===== src/rtl/mem_stage_lsu.sv =====
// M-stage load/store unit: IDLE -> REQ -> DONE handshake with a variable-latency data memory.
// Optional MISALIGN_CHECK_EN: misaligned accesses skip memory, return zero and flag misalignM.
module mem_stage_lsu (
    input  logic        clk,
    input  logic        rst,
    input  logic        memWriteM,
    input  logic [1:0]  resultSrcM,
    input  logic [31:0] ALUResultM,
    input  logic [31:0] writeDataM,
    output logic [31:0] readDataM,
    output logic        stallM,
    output logic        memReq,
    output logic        memWe,
    output logic [31:0] memAddr,
    output logic [31:0] memWData,
    input  logic        memAck,
    input  logic [31:0] memRData
`ifdef MISALIGN_CHECK_EN
    ,
    output logic        misalignM
`endif
);

    typedef enum logic [1:0] {IDLE, REQ, DONE} state_t;

    state_t state;
    logic   access;
    logic   is_load;

    // Store wins when both store and load-select are set.
    assign access  = memWriteM | (resultSrcM == 2'b01);
    assign is_load = ~memWriteM & (resultSrcM == 2'b01);

`ifdef MISALIGN_CHECK_EN
    logic misaligned;
    assign misaligned = |ALUResultM[1:0];
`endif

    always_ff @(posedge clk or posedge rst) begin
        if (rst) begin
            state     <= IDLE;
            readDataM <= 32'b0;
`ifdef MISALIGN_CHECK_EN
            misalignM <= 1'b0;
`endif
        end else begin
`ifdef MISALIGN_CHECK_EN
            misalignM <= 1'b0;
`endif
            case (state)
                IDLE: begin
                    if (access) begin
`ifdef MISALIGN_CHECK_EN
                        if (misaligned) begin
                            state     <= DONE;
                            misalignM <= 1'b1;
                            if (is_load)
                                readDataM <= 32'b0;
                        end else begin
                            state <= REQ;
                        end
`else
                        state <= REQ;
`endif
                    end
                end
                REQ: begin
                    if (memAck) begin
                        state <= DONE;
                        if (is_load)
                            readDataM <= memRData;
                    end
                end
                DONE:    state <= IDLE;
                default: state <= IDLE;
            endcase
        end
    end

    // memReq decodes straight from state so an async reset drops it immediately.
    assign memReq   = (state == REQ);
    assign stallM   = ((state == IDLE) & access) | (state == REQ);
    assign memWe    = memWriteM;
    assign memAddr  = ALUResultM & ~32'h3;
    assign memWData = writeDataM;

endmodule


===== config.mk =====
export PLATFORM = sky130hd
export DESIGN_NAME = mem_stage_lsu
export DESIGN_NICKNAME = d
export VERILOG_FILES = /design/src/rtl/mem_stage_lsu.sv
export SDC_FILE = /design/constraint.sdc
export NUM_CORES = 1
export LEC_CHECK = 0
export CELL_PAD_IN_SITES_DETAIL_PLACEMENT = 0
export CELL_PAD_IN_SITES_GLOBAL_PLACEMENT = 1
export CORE_UTILIZATION = 20
export DETAILED_ROUTE_END_ITERATION = 10
export GPL_TIMING_DRIVEN = 0
export PLACE_DENSITY = 0.79
export SLEW_MARGIN = 10
export SYNTH_ARGS = -nofsm -noshare
export SYNTH_HDL_FRONTEND = slang
export SYNTH_SLANG_ARGS = --single-unit
export TNS_END_PERCENT = 5

===== constraint.sdc =====
create_clock -name clk -period 2.05 [get_ports clk]
set_input_delay 0.41 -clock clk [delete_from_list [all_inputs] [get_ports clk]]
set_output_delay 0.41 -clock clk [all_outputs]
set_load 0.02 [all_outputs]

==> results of run 1 <==
[layer usage]
| metal | GRT usage, % | wire length [um] |
|---|---|---|
| met1 | 10.2 | 1810 |
| met2 | 15.6 | 2340 |
| met3 | 2.57 | 407 |
| met4 | 3.68 | 79 |
| met5 | 0 | 0 |
[how the worst min path moves through the flow]
stage	depth (start not counted)	slack (ns)	start	endpoint
global route	1	0.52	readDataM[5]$_DFFE_PP0P_	readDataM[5]$_DFFE_PP0P_
finish	1	0.50	state[0]$_DFFE_PP0P_	state[0]$_DFFE_PP0P_
global placement	1	0.48	state[0]$_DFFE_PP0P_	state[0]$_DFFE_PP0P_
detailed placement	1	0.49	readDataM[11]$_DFFE_PP0P_	readDataM[11]$_DFFE_PP0P_
CTS	1	0.51	state[0]$_DFFE_PP0P_	state[0]$_DFFE_PP0P_
floorplan	1	0.46	state[0]$_DFFE_PP0P_	state[0]$_DFFE_PP0P_
[power by group through the flow]
stage               registers, mW  clock network, mW  logic, mW
finish                       1.19              0.521       2.04
global route                 1.24              0.586       2.15
CTS                          1.20              0.556       2.07
detailed placement           1.20                  0       2.07
global placement             1.19                  0       2.05
floorplan                    1.59                  0      0.709
[final cells by class]
class | instances | share of cell area (%)
repair buffers | 134 | 37.7
flip-flops and latches | 34 | 24.1
plain buffers | 69 | 15.8
multi-input cells | 41 | 15.0
well taps | 129 | 4.57
clock buffers | 6 | 2.34
clock inverters | 2 | 0.354
inverters | 1 | 0.106
[flip-flops by register name, indices dropped and copies added (netlist names)]
signal	count
readDataM	32
state	2
[stage by stage]
stage,power (mW),TNS [ns],hold slack (ns)
2_1_floorplan,2.30,0,0.461
3_3_place_gp,3.25,-2.44,0.484
3_5_place_dp,3.28,-3.77,0.493
4_1_cts,3.83,0,0.508
5_1_grt,3.98,0,0.523
6_report,3.76,0,0.501
[cells by family (layout without fill, tap and decap cells)]
group           after synthesis  count (layout)
compound gates                2               2
simple gates                  5               5
mux                          32              32
buf+inv                      70             212
flops                        34              34
other cells                   1               2
[cell usage after synthesis]
library cell / count
a21boi_0: 1
a21oi_1: 1
and2b_2: 1
and3b_1: 1
buf_12: 3
buf_4: 65
buf_6: 1
conb_1: 1
dfrtp_1: 34
inv_1: 1
mux2_2: 2
mux2_4: 30
nand2b_1: 1
nor2_1: 1
or3b_1: 1
[timing repair]
action / CTS / global route
gates cloned: 0 / 0
pin swaps: 0 / 0
endpoints found under the hold margin: 0 / 0
endpoints found under the setup margin: 2 / 1
gates resized for setup: 2 / 2
[cells in the final DEF, fill, tap and decap left out]
| cell type | synthesis | layout |
|---|---|---|
| clkdlybuf4s50_1 | 0 | 132 |
| buf_4 | 65 | 66 |
| dfrtp_1 | 34 | 34 |
| mux2_4 | 30 | 30 |
| clkbuf_8 | 0 | 6 |
| buf_12 | 3 | 3 |
| mux2_2 | 2 | 2 |
| conb_1 | 1 | 2 |
| nand2b_1 | 1 | 1 |
| and3b_1 | 1 | 1 |
| or3b_1 | 1 | 1 |
| buf_6 | 1 | 1 |
| nor2_1 | 1 | 1 |
| a21oi_1 | 1 | 1 |
| a21boi_0 | 1 | 1 |
| and2b_2 | 1 | 1 |
| inv_2 | 0 | 1 |
| clkinvlp_4 | 0 | 1 |
| clkinv_2 | 0 | 1 |
| clkbuf_2 | 0 | 1 |
==> flow_summary.yaml, run 1 <==
run_status:
  status: "finished, final reports clean"
placement:
  pre_cts_ws_ns: -0.244
  portBuffers: 134
  post-dp-hpwl_um: 3780
  dpl-instance-area_sq_um: 3450
  gp_congestion: 0.640
  placedCellCount: 408
routing:
  drc: 0
  viasPerCell: 3.51
  dr.pass1.iters: 3
  drt-initial-drc-count: 24
  dr_total_vias: 1460
  wl_per_cell_um: 11.1
  totalWireLength_um: 4630
  antenna_left: 0
floorplan:
  die_h_um: 100
  io_pins: 201
  start_util_pct: 20.8
  fp.dieW_um: 100
  die_area_sq_um: 10100
  rows: 35
  coreArea_sq_um: 9330
worst_setup_path:
  r2r-end: "readDataM[30]$_DFFE_PP0P_"
  cp_slowest_stage_delay_ns: 0.60
  cp-startpoint: "state[1]$_DFFE_PP0P_"
  critical_path.top_delay_family: "buffers and inverters"
  r2r_cells: 5
  crit_slowest_cell: "clkdlybuf4s50_1"
  arrival_ns: 1.49
  rrSetupSlack_ns: 0.33
  cp.depth: 2
  crit_buf_inv: 1
  critPathLaunchType: "flop"
  cp_max_fo: 3
  critPathCaptureType: "output port"
  crit_type: "reg -> out"
  cp.required_ns: 1.64
  crit-reg2reg-launch: "state[1]$_DFFE_PP0P_"
  crit_chain: "and2b_2, clkdlybuf4s50_1"
  critPathCapture: "memReq"
synthesis:
  yosys.area_share.simple_pct: 1.87
  synth_xor_area_share_pct: 0
  yosys.area.top_type: "dfrtp_1"
  synth.area.top_cells: "dfrtp_1 (44%), buf_4 (25%), mux2_4 (23%)"
  synthMuxAreaShare_pct: 24.4
  synth-compound-area-share_pct: 0.645
  ys_warn_count: 0
  yosys.area_share.adder_pct: 0
  ys_seq_elements: 34
  syn_inst: 144
  synth_top_area_share_pct: 43.9
  mappedNetlistArea_sq_um: 1940
  syn_avg_cell_area_sq_um: 13.5
  synth_cell_types: 15
  synth_top_family_by_area: "buffers and inverters"
  yosysSeqAreaShare_pct: 43.9
power_and_ir_drop:
  p_sw_mw: 1.26
  p_per_area_nw_per_um2: 1060
  netSwitchingFraction_pct: 33.7
  p_leak_nw: 1.67
  ir_worst_vdd_mv: 0.406
  intPower_mw: 2.49
  pwr-share-comb_pct: 54.4
  clock_power_share_pct: 13.9
  p_seq_share_pct: 31.7
clocking:
  cts_buffers: 5
  cts-root-buf: "clkbuf_8"
  clock_latency_ns: 0.28
  htreeDepth: 2
  clockBufferDepth: 2
  cts_tree: "done"
  cts_setup_buffers: 0
  ctsHoldBuffers: 0
  clock_sinks: 34
  clk_pin_slew_ns: 0.07
finish:
  drive_gt1_share_pct: 39.4
  finish.net_count: 388
  num_antenna_cells: 0
  design_area_sq_um: 3530
  syn_to_final_growth_pct: 82.2
  multi_input_area_sq_um: 529
  stdcell_count: 416
  final_core_util_pct: 37.9
  regArea_sq_um: 851
  fillers: 924
timing:
  setup-violations-final: 0
  tightest_slew_ns: 0.745
  hold_violations: 0
  layout_setup_ws_ns: 0.146
  clock-skew-final_ns: 0.00405
  period_needed_ns: 1.90
  finalCritPeriodShare_pct: 92.9
  relSlewSlack_pct: 50.2
  slew_violations: 0
  fmax_mhz: 525
  rsz0062_at_grt: "false"
hold_path:
  hold_path_class: "reg -> reg"
global_routing:
  grt_pass1_vias: 1544
  grt_max_degree: 35
  grt_util_all_layers_pct: 8.94
  grt_first_pass_wirelength_um: 7040
  gr-total-overflow: 0
  antenna_found_initial: 0
flow_run:
  drv_cap: 0
Note: power is estimated with default switching activity, not from simulation.
==> run 2: changes to the inputs <==
CAP_MARGIN = 30   (was not set)
==> results of run 2 <==
Final layout, timing and power as in run 1 (identical DEF).
==> run 3: changes to the inputs <==
CORE_MARGIN = 2   (was not set)
==> run 3 against run 2 <==
  * Fmax up 0.38%
  * Utilization rose by 0.28 points
  * Wire length is 2.9% higher
  * Critical path type is now in -> out
  * Largest cell class unchanged
  * Largest power group unchanged
==> flow_summary.yaml, run 3 (same netlist as run 1, synthesis figures left out) <==
run_status:
  status: "finished, final reports clean"
power_and_ir_drop:
  p_per_area_nw_per_um2: 1090
  clock_power_share_pct: 16.4
  p_sw_mw: 1.26
  netSwitchingFraction_pct: 32.5
  total_power_mw: 3.87
  pwr-share-comb_pct: 52.9
  intPower_mw: 2.61
  ir_worst_vdd_mv: 0.473
  p_seq_share_pct: 30.8
  p_leak_nw: 1.69
clocking:
  cts_buffers: 5
  htreeDepth: 2
  cts_setup_buffers: 0
  cts-root-buf: "clkbuf_8"
  clock_latency_ns: 0.28
  clockBufferDepth: 2
  clock_sinks: 34
  cts_tree: "done"
  clk_pin_slew_ns: 0.07
placement:
  post-dp-hpwl_um: 3840
  pre_cts_ws_ns: -0.171
  portBuffers: 134
  gp_congestion: 0.640
floorplan:
  rows: 35
  start_util_pct: 20.8
  fp.dieW_um: 102
  die_h_um: 102
  io_pins: 201
  die_area_sq_um: 10500
  coreArea_sq_um: 9330
hold_path:
  hold_path_class: "reg -> reg"
finish:
  syn_to_final_growth_pct: 83.5
  final_core_util_pct: 38.2
  num_antenna_cells: 0
  reg_top3: "readDataM: 32 flops, state: 2 flops"
  finish.net_count: 388
  top_register: "readDataM"
  layout_commonest_cell: "clkdlybuf4s50_1"
  final_cell_mix: "clkdlybuf4s50_1 (132), buf_4 (65), dfrtp_1 (34), mux2_4 (30), clkbuf_8 (6)"
  largest_reg_flops: 32
  drive_gt1_share_pct: 38.5
worst_setup_path:
  cp_max_fo: 3
  critPathLaunchType: "primary input"
  cp.required_ns: 1.64
  crit_type: "in -> out"
  arrival_ns: 1.49
  critPathCaptureType: "output port"
global_routing:
  grt_util_all_layers_pct: 8.66
  grt_first_pass_wirelength_um: 7110
  gr-total-overflow: 0
  grt_max_degree: 35
  grt_pass1_vias: 1596
  antenna_found_initial: 0
timing:
  relSlewSlack_pct: 51.6
  hold_violations: 0
  slew_violations: 0
  tightest_slew_ns: 0.726
  layout_setup_ws_ns: 0.153
  rsz0062_at_grt: "false"
  clock-skew-final_ns: 0.00187
  tns_ns: 0
  fmax_mhz: 527
  setup-violations-final: 0
  holdWs_ns: 0.508
  finalCritPeriodShare_pct: 92.5
  period_needed_ns: 1.90
flow_run:
  drv_cap: 0
routing:
  totalWireLength_um: 4770
  dr_total_vias: 1470
  antenna_left: 0
  drt-initial-drc-count: 11
  wl_per_cell_um: 11.5
  viasPerCell: 3.54
  dr.pass1.iters: 3
  drc: 0
run 3: changes by cell type in the layout (fill, tap and decap cells not counted):
cell	before	now
buf_4	66	65
bufinv_16	0	1
clkbuf_2	1	0
clkinv_2	1	0
clkinvlp_4	1	0
dlygate4sd2_1	0	1
dlymetal6s2s_1	0	1
run 3: final timing paths:
kind | startpoint | end | slack (ns) | cells after the start
max reg2reg | state[1]$_DFFE_PP0P_ | readDataM[1]$_DFFE_PP0P_ | 0.36 | 5
max | memWriteM | stallM | 0.15 | 4
min in group asynchronous | rst | readDataM[16]$_DFFE_PP0P_ | 0.56 | 2
min | readDataM[18]$_DFFE_PP0P_ | readDataM[18]$_DFFE_PP0P_ | 0.51 | 1
max in group asynchronous | rst | state[0]$_DFFE_PP0P_ | 1.01 | 2
min reg2reg | readDataM[18]$_DFFE_PP0P_ | readDataM[18]$_DFFE_PP0P_ | 0.51 | 1
run 3: final cells by class:
cell class,count,area (sq um)
buffer,69,559
clock inverter,1,30.0
tap,129,161
multi-input combinational,41,529
fill,907,5770
clock buffer,6,82.6
timing repair buffer,134,1340
sequential,34,851
inverter,1,3.75
run 3: power groups by stage:
stage / clock network (mW) / logic (mW) / registers [mW]
finish: 0.633 / 2.05 / 1.19
floorplan: 0 / 0.709 / 1.59
global route: 0.704 / 2.16 / 1.24
global placement: 0 / 2.06 / 1.19
detailed placement: 0 / 2.08 / 1.20
CTS: 0.674 / 2.08 / 1.20
run 3: metal layers:
| layer | wire, um | global-route usage (%) | up-vias |
|---|---|---|---|
| met1 | 1860 | 9.69 | 672 |
| met5 | 0 | 0 | - |
| met4 | 37 | 3.38 | 0 |
| met3 | 438 | 2.12 | 2 |
| met2 | 2430 | 15.7 | 114 |
| li1 | - | - | 682 |
run 3: repair_timing:
action / CTS / global route
resized for setup: 1 / 1
hold buffers: 0 / 0
endpoints found under the setup margin: 1 / 1
run 3: critical path: stages:
cell,delay [ns]
clkdlybuf4s50_1,0.50
nor2_1,0.05
a21oi_1,0.16
dlygate4sd2_1,0.36
run 3: through the flow:
step,cells,area [sq um]
floorplan,145,1940
global placement,408,3450
detailed placement,408,3450
CTS,415,3560
global route,415,3560
finish,415,3560
